### config.mk
export PLATFORM = sky130hd
export DESIGN_NAME = dmem_responder
export DESIGN_NICKNAME = d
export VERILOG_FILES = /design/src/rtl/dmem_responder.sv
export SDC_FILE = /design/constraint.sdc
export NUM_CORES = 1
export LEC_CHECK = 0
export CORE_UTILIZATION = 34
export CTS_CLUSTER_DIAMETER = 200
export CTS_CLUSTER_SIZE = 28
export DETAILED_ROUTE_END_ITERATION = 7
export GPL_ROUTABILITY_DRIVEN = 0
export PLACE_DENSITY = 0.73
export SLEW_MARGIN = 15
export SYNTH_ARGS = -nofsm -noshare
export SYNTH_HDL_FRONTEND = slang
export SYNTH_SLANG_ARGS = --single-unit
### constraint.sdc
create_clock -name clk -period 2.27 [get_ports clk]
set_clock_uncertainty 0.15 [all_clocks]
set_input_delay 0.454 -clock clk [delete_from_list [all_inputs] [get_ports clk]]
set_output_delay 0.454 -clock clk [all_outputs]
set_load 0.02 [all_outputs]
### src/rtl/dmem_responder.sv
// dmem_responder: MEM-stage data responder bridging pipeline load/store requests to an SRAM-like bus.
// Ports:
//   clk, resetn          clock, synchronous active-low reset
//   rreq, wreq           packed read {valid,addr,size} / write {valid,addr,data,size} requests
//   rd_signed            sign-extend narrow loads when 1
//   stall, done, rdata   pipeline hold, completion pulse, aligned/extended load result
//   adel, ades           misaligned load / store flags (IDLE only)
//   data_*               SRAM-like handshake bus (req / addr_ok / data_ok)
module dmem_responder #(
    parameter int ADDR_W = 32,
    parameter int DATA_W = 32
) (
    input  logic                     clk,
    input  logic                     resetn,
    input  logic [ADDR_W+2:0]        rreq,
    input  logic [ADDR_W+DATA_W+2:0] wreq,
    input  logic                     rd_signed,
    output logic                     stall,
    output logic [DATA_W-1:0]        rdata,
    output logic                     done,
    output logic                     adel,
    output logic                     ades,
    output logic                     data_req,
    output logic                     data_wr,
    output logic [1:0]               data_size,
    output logic [ADDR_W-1:0]        data_addr,
    output logic [DATA_W-1:0]        data_wdata,
    input  logic                     data_addr_ok,
    input  logic                     data_data_ok,
    input  logic [DATA_W-1:0]        data_rdata
);
    typedef enum logic [1:0] {IDLE, ADDR, DATA, DONE} state_t;

    state_t              state, next_state;
    logic                wr_q, sgn_q;
    logic [1:0]          size_q;
    logic [ADDR_W-1:0]   addr_q;
    logic [DATA_W-1:0]   wdata_q, rdata_q;

    logic                r_valid, w_valid, sel_valid, misaligned, accept, capture;
    logic [ADDR_W-1:0]   sel_addr;
    logic [1:0]          sel_size;
    logic [DATA_W-1:0]   w_data, rep_data, shifted, load_data;

    assign r_valid   = rreq[ADDR_W+2];
    assign w_valid   = wreq[ADDR_W+DATA_W+2];
    assign w_data    = wreq[DATA_W+1:2];
    // A write wins when both are presented; the read is dropped.
    assign sel_valid = w_valid | r_valid;
    assign sel_addr  = w_valid ? wreq[ADDR_W+DATA_W+1:DATA_W+2] : rreq[ADDR_W+1:2];
    assign sel_size  = w_valid ? wreq[1:0] : rreq[1:0];
    // Size 3 behaves as word, so any size with bit 1 set needs word alignment.
    assign misaligned = (sel_size == 2'd1) ? sel_addr[0] : (sel_size[1] ? |sel_addr[1:0] : 1'b0);
    assign accept    = (state == IDLE) && sel_valid && !misaligned;
    assign adel      = (state == IDLE) && !w_valid && r_valid && misaligned;
    assign ades      = (state == IDLE) && w_valid && misaligned;

    assign rep_data  = (sel_size == 2'd0) ? {(DATA_W/8){w_data[7:0]}} :
                       (sel_size == 2'd1) ? {(DATA_W/16){w_data[15:0]}} : w_data;

    assign shifted   = data_rdata >> {addr_q[1:0], 3'b000};
    assign load_data = (size_q == 2'd0) ? {{(DATA_W-8){sgn_q & shifted[7]}}, shifted[7:0]} :
                       (size_q == 2'd1) ? {{(DATA_W-16){sgn_q & shifted[15]}}, shifted[15:0]} : shifted;

    // Read data is captured on data_ok, which may arrive together with addr_ok.
    assign capture   = data_data_ok && ((state == DATA) || (state == ADDR && data_addr_ok));

    always_comb begin
        next_state = state;
        case (state)
            IDLE:    next_state = accept ? ADDR : IDLE;
            ADDR:    next_state = data_addr_ok ? (data_data_ok ? DONE : DATA) : ADDR;
            DATA:    next_state = data_data_ok ? DONE : DATA;
            default: next_state = IDLE;
        endcase
    end

    assign stall      = accept || state == ADDR || state == DATA;
    assign done       = state == DONE;
    assign data_req   = state == ADDR;
    assign data_wr    = wr_q;
    assign data_size  = size_q;
    assign data_addr  = addr_q;
    assign data_wdata = wdata_q;
    assign rdata      = rdata_q;

    always_ff @(posedge clk) begin
        if (!resetn) begin
            state   <= IDLE;
            wr_q    <= 1'b0;
            sgn_q   <= 1'b0;
            size_q  <= 2'd0;
            addr_q  <= '0;
            wdata_q <= '0;
            rdata_q <= '0;
        end else begin
            state <= next_state;
            if (accept) begin
                wr_q    <= w_valid;
                sgn_q   <= rd_signed;
                size_q  <= sel_size;
                addr_q  <= sel_addr;
                wdata_q <= rep_data;
            end
            if (capture) rdata_q <= wr_q ? '0 : load_data;
        end
    end
endmodule

==> results of run 1 <==
[worst max-delay path, cell delays in order]
cell             delay, ns
clkdlybuf4s15_1       0.21
a211oi_2              0.10
o31a_2                0.37
or3_4                 0.38
buf_6                 0.14
[cell usage in the layout (no fill, tap or decap), types with 9 or more instances in the layout]
cell type,instances
a211oi_1,49
a21oi_1,24
a22o_1,24
buf_4,37
clkbuf_16,9
clkdlybuf4s50_1,229
dfxtp_1,102
mux2i_1,69
nand2_1,37
nor2_1,79
o21ai_0,24
[flip-flops by register name, summed over array words and instances (netlist names)]
register and cells:
data_wr 1, sgn_q 1, data_addr 32, data_size 2
data_wdata 32, state 2, rdata 32
[metrics by stage]
step                      hold slack (ns)    util  setup TNS [ns]
after floorplan                    0.3668       -       -0.004901
after global placement             0.3116  0.5599          -30.38
after detailed placement           0.3174  0.5599          -36.65
after CTS                          0.3378  0.5851               0
after global routing               0.3443  0.5866        -0.02281
final                              0.3325  0.5866               0
[how the worst max path moves through the flow]
stage	slack, ns	start	cells after the start	endpoint
finish	0.02	rreq[3]	5	stall
global route	-0.01	rreq[3]	5	stall
CTS	0.00002	wreq[1]	6	stall
detailed placement	-0.80	wreq[1]	6	stall
global placement	-0.79	rreq[1]	5	stall
floorplan	-0.005	wreq[66]	7	stall
[routing by layer]
layer,global-route usage,part of all wire
met5,0,0
met2,0.3671,0.48
met1,0.2703,0.41
met3,0.05513,0.077
met4,0.1094,0.031
[repair_timing]
item / CTS / global route
pin swaps: 2 / 3
setup endpoints to repair: 71 / 8
gates resized for setup: 35 / 13
hold endpoints to repair: 0 / 0
setup buffers: 1 / 1
cloned: 0 / 0
[final cells by class]
cell class,count,share of cell area
diodes,1,0.0003183
clock buffers,9,0.02865
clock inverters,7,0.01321
inverters,3,0.001432
multi-input cells,367,0.3161
flip-flops and latches,102,0.2597
well taps,176,0.02801
repair buffers,284,0.3525
[power by group]
group | internal (mW) | leakage [nW] | switching [mW]
Sequential | 1.97 | 0.836 | 0.114
Clock | 0.980 | 0.154 | 0.721
Combinational | 0.887 | 2.01 | 0.899
[cells by family after synthesis]
kind of cell           Yosys count
multiplexers                    70
flip-flops                     102
XOR/XNOR                         1
AO/OA/AOI/OAI                  156
buffers and inverters           49
AND/OR/NAND/NOR                140
==> results.tsv, run 1 <==
stage	metric	value	unit
critical_path	Data arrival, critical path	1.65	ns
critical_path	Reg-to-Reg Start	data_addr[0]	
sta	RSZ-0062 raised after global routing	yes	
synthesis	Synth async-reset ratio	0	
final_layout	FILL cells	1179	
synthesis	Post-Synthesis Cells	518	
clocking	clk slew on worst S/H paths	0.07	ns
drt	Initial DRC Count	394	
drt	via count	4975	
clocking	Num Clock Sinks	102	
clocking	Clock Latency Late Sink	0.35	ns
flow_run	Max-cap violations	0	
synthesis	Synth Area in XOR/XNOR	0.001848	
floorplanning	Initial Util	0.3537	
final_layout	post-route insts no fill	949	
final_layout	Seq. cell area	2042	um2
synthesis	Mapped Nets	657	
synthesis	Area contributors post-synth	dfxtp_1, mux2i_1, a211oi_1	
synthesis	Synth Area in Adders	0	
drt	Avg WL per Cell	17.01	um
synthesis	top-count cell post-synth	dfxtp_1	
floorplanning	# IOs	243	
hold_path	Worst Hold Class	flop to flop	
clocking	CTS tree	yes	
clocking	Root Driver	clkbuf_16	
synthesis	Yosys cell types	41	
synthesis	post-synthesis mux area share	0.1481	
global_route	initial antenna violation count	1	
synthesis	sequential fraction of the synthesis area	0.4308	
placement	Area after DPL	7503	um2
synthesis	simple-gate share of the synthesized area	0.1272	
run_status	status	completed	
sta	Final setup viols	0	
global_route	GRT overflow	0	
hold_path	Hold Startpoint	rdata[30]	
synthesis	number of flops mapped to enable cells by yosys	0	
final_layout	Synth-to-Final Area Change	65.87	%
sta	final worst setup slack	0.01770	ns
drt	DRC	0	
synthesis	synth cell count leaders	dfxtp_1, nor2_1, mux2i_1, a211oi_1, nand2_1	
global_route	vias in the first global route	4935	
synthesis	cell area after synthesis	4740	um2
power	Tot Pwr	5.575	mW
floorplanning	die height	120.1	um
critical_path	CP Class	input port to output pin	
placement	placed cell count	930	
floorplanning	die area	14420	um2
synthesis	Synth top area share	0.4308	
power	Pleak	3.000	nW
synthesis	Synth Flop Type	dfxtp_1	
clocking	Hold-fix buffers, CTS	0	
placement	pre-CTS setup slack	-0.8037	ns
sta	Final period util	0.9922	
final_layout	layout cell share with drive strength beyond 1	0.09974	
drt	Routed Antenna Nets	0	
placement	number of port buffers	242	
final_layout	area taken by multi-input logic gates	2485	um2
drt	Total Wirelength	16140	um
drt	DR vias/cell	5.242	
synthesis	Yosys warnings	0	
synthesis	register bit total from synthesis	102	
critical_path	CP endpoint kind	output pin	
clocking	CTS max path bufs	2	
hold_path	WHS Path Cells	1	
critical_path	crit-path max FO	2	
clocking	total CTS buffers	9	
critical_path	RR Endpoint	rdata[6]	
sta	actual slew at the worst max-slew pin	0.6263	ns
power	Max VDD drop	0.4397	mV
drt	drt pass-1 iters	5	
sta	Period minus WS final	2.252	ns
sta	Final Max Slew Viols	0	
critical_path	CP required	1.67	ns
synthesis	largest family of logic cells by synthesized area	compound AO/OA/AOI/OAI gates	
synthesis	Post-Syn Area per Cell	9.150	um2
floorplanning	Core ar.	13400	um2
hold_path	hold-critical path endpoint	rdata[30]	
floorplanning	FP Rows	42	
floorplanning	Die Wd	120.1	um
placement	hpwl dp	12190	um
final_layout	Layout Cell Area excl Fill	7861	um2
synthesis	post-synthesis compound-gate area fraction	0.2416	
clocking	H-Tree Depth	3	
power	Power per Cell Area	709.1	nW/um2
sta	Final Hold Viols	0	
final_layout	nets	906	
global_route	GRT Overall Usage	0.2233	
global_route	pin count of the biggest net entering global routing	70	
critical_path	Worst R2R Path Depth	6	
global_route	first-pass GRT wire length	25340	um
synthesis	post-synth top area cell	dfxtp_1	
critical_path	CP startpoint kind	input port	
sta	Slew HR	0.5809	
sta	fmax	444.0	MHz
critical_path	r2r setup slk	0.19	ns
Note: power is estimated with default switching activity, not from simulation.
==> run 2: changes to the inputs <==
--- a/config.mk
+++ b/config.mk
@@ -10,7 +10,7 @@
 export CTS_CLUSTER_SIZE = 28
 export DETAILED_ROUTE_END_ITERATION = 7
 export GPL_ROUTABILITY_DRIVEN = 0
-export PLACE_DENSITY = 0.73
+export PLACE_DENSITY_LB_ADDON = 0.12
 export SLEW_MARGIN = 15
 export SYNTH_ARGS = -nofsm -noshare
 export SYNTH_HDL_FRONTEND = slang
==> results.tsv, run 2 (same netlist as run 1, synthesis figures left out) <==
stage	metric	value	unit
clocking	H-Tree Depth	3	
critical_path	CP endpoint kind	output pin	
drt	via count	4860	
critical_path	crit-path max FO	3	
drt	Routed Antenna Nets	0	
global_route	pin count of the biggest net entering global routing	115	
final_layout	number of diodes	0	
floorplanning	die height	120.1	um
run_status	status	completed	
global_route	initial antenna violation count	0	
clocking	Num Clock Sinks	102	
critical_path	CP startpoint kind	input port	
clocking	Root Driver	clkbuf_16	
sta	Final Hold Viols	0	
final_layout	leading cell types in the layout, fill and taps excluded	clkdlybuf4s50_1, dfxtp_1, nor2_1	
sta	fmax	448.3	MHz
sta	final worst setup slack	0.03910	ns
global_route	vias in the first global route	4729	
global_route	first-pass GRT wire length	24460	um
power	Power per Cell Area	706.2	nW/um2
clocking	CTS tree	yes	
critical_path	Crit path buffers/inverters	2	
sta	RSZ-0062 raised after global routing	no	
final_layout	nets	899	
global_route	GRT Overall Usage	0.2177	
sta	final hold slack	0.3312	ns
global_route	GRT overflow	0	
critical_path	crit-path cells	clkdlybuf4s15_1, a211oi_2, o31a_2, or3_4, buf_6	
power	Tot Pwr	5.504	mW
critical_path	delay-heaviest family, CP	compound AO/OA/AOI/OAI gates	
sta	Final setup viols	0	
floorplanning	Initial Util	0.3537	
drt	Avg WL per Cell	16.97	um
drt	Total Wirelength	15970	um
floorplanning	Die Wd	120.1	um
critical_path	Crit-path slowest cell	or3_4	
floorplanning	Core ar.	13400	um2
final_layout	Synth-to-Final Area Change	64.44	%
clocking	clk slew on worst S/H paths	0.07	ns
sta	actual slew at the worst max-slew pin	0.7465	ns
critical_path	CP peak stage delay	0.38	ns
floorplanning	FP Rows	42	
hold_path	Worst Hold Class	flop to flop	
placement	number of port buffers	242	
sta	Period minus WS final	2.231	ns
final_layout	commonest non-fill, non-tap cell in the layout	clkdlybuf4s50_1	
clocking	total CTS buffers	9	
flow_run	Max-cap violations	0	
placement	hpwl dp	11840	um
critical_path	CP required	1.67	ns
sta	Final Max Slew Viols	0	
placement	pre-CTS setup slack	-0.8127	ns
floorplanning	die area	14420	um2
sta	Final period util	0.9828	
clocking	Hold-fix buffers, CTS	0	
clocking	CTS max path bufs	2	
drt	Initial DRC Count	269	
drt	DR vias/cell	5.165	
final_layout	layout cell share with drive strength beyond 1	0.09673	
clocking	post-CTS setup buffers	0	
floorplanning	# IOs	243	
power	Max VDD drop	0.3523	mV
critical_path	Data arrival, critical path	1.63	ns
clocking	Clock Latency Late Sink	0.34	ns
power	Pleak	2.997	nW
drt	drt pass-1 iters	7	
sta	Slew HR	0.5023	
critical_path	CP Class	input port to output pin	
drt	DRC	0	
[run 2: what timing repair did]
| item | CTS | global route |
|---|---|---|
| gates cloned | 0 | 0 |
| gates resized for setup | 38 | 11 |
| hold endpoints to repair | 0 | 0 |
| endpoints found under the setup margin | 66 | 9 |
| pin swaps | 3 | 1 |
[run 2: cell type report]
type,count,area [um2]
fillers,1205,5607
repair buffers,277,2714
multi-input cells,367,2485
flip-flops and latches,102,2044
clock buffers,12,266.5
well taps,176,220.2
clock inverters,4,52.55
inverters,3,11.26
[run 2: final timing paths]
check	start	to	slack (ns)	cells after the start
setup / recovery	wreq[34]	stall	0.04	5
hold / removal	rdata[25]	rdata[25]	0.33	1
setup reg to reg	state[0]	data_wdata[11]	0.20	7
hold reg to reg	rdata[25]	rdata[25]	0.33	1
[run 2: metal layers]
metal	GRT usage	vias to the layer above	part of all wire
li1	-	2397	-
met1	0.2538	2229	0.40
met2	0.3775	209	0.49
met3	0.06416	25	0.087
met4	0.07344	0	0.018
met5	0	-	0
[run 2: through the flow]
stage	utilization	TNS, ns	instances	area [um2]
2_1_floorplan	-	-0.004901	518	4765
3_3_place_gp	0.5571	-26.49	925	7466
3_5_place_dp	0.5571	-31.19	925	7466
4_1_cts	0.5810	0	941	7785
5_1_grt	0.5816	0	941	7794
6_report	0.5816	0	941	7794
[run 2: report_power, final]
group / internal, mW / total (mW) / switching (mW)
combinational: 0.886 / 1.79 / 0.901
sequential: 1.98 / 2.09 / 0.114
clock: 0.950 / 1.63 / 0.677
[run 2: worst reg2reg max path, cell delays in order, from the launching register on]
cell	delay, ns
dfxtp_2	0.34
nor2_1	0.16
o21a_1	0.17
o31a_2	0.19
buf_4	0.22
buf_16	0.35
nor2_1	0.15
a211oi_1	0.24
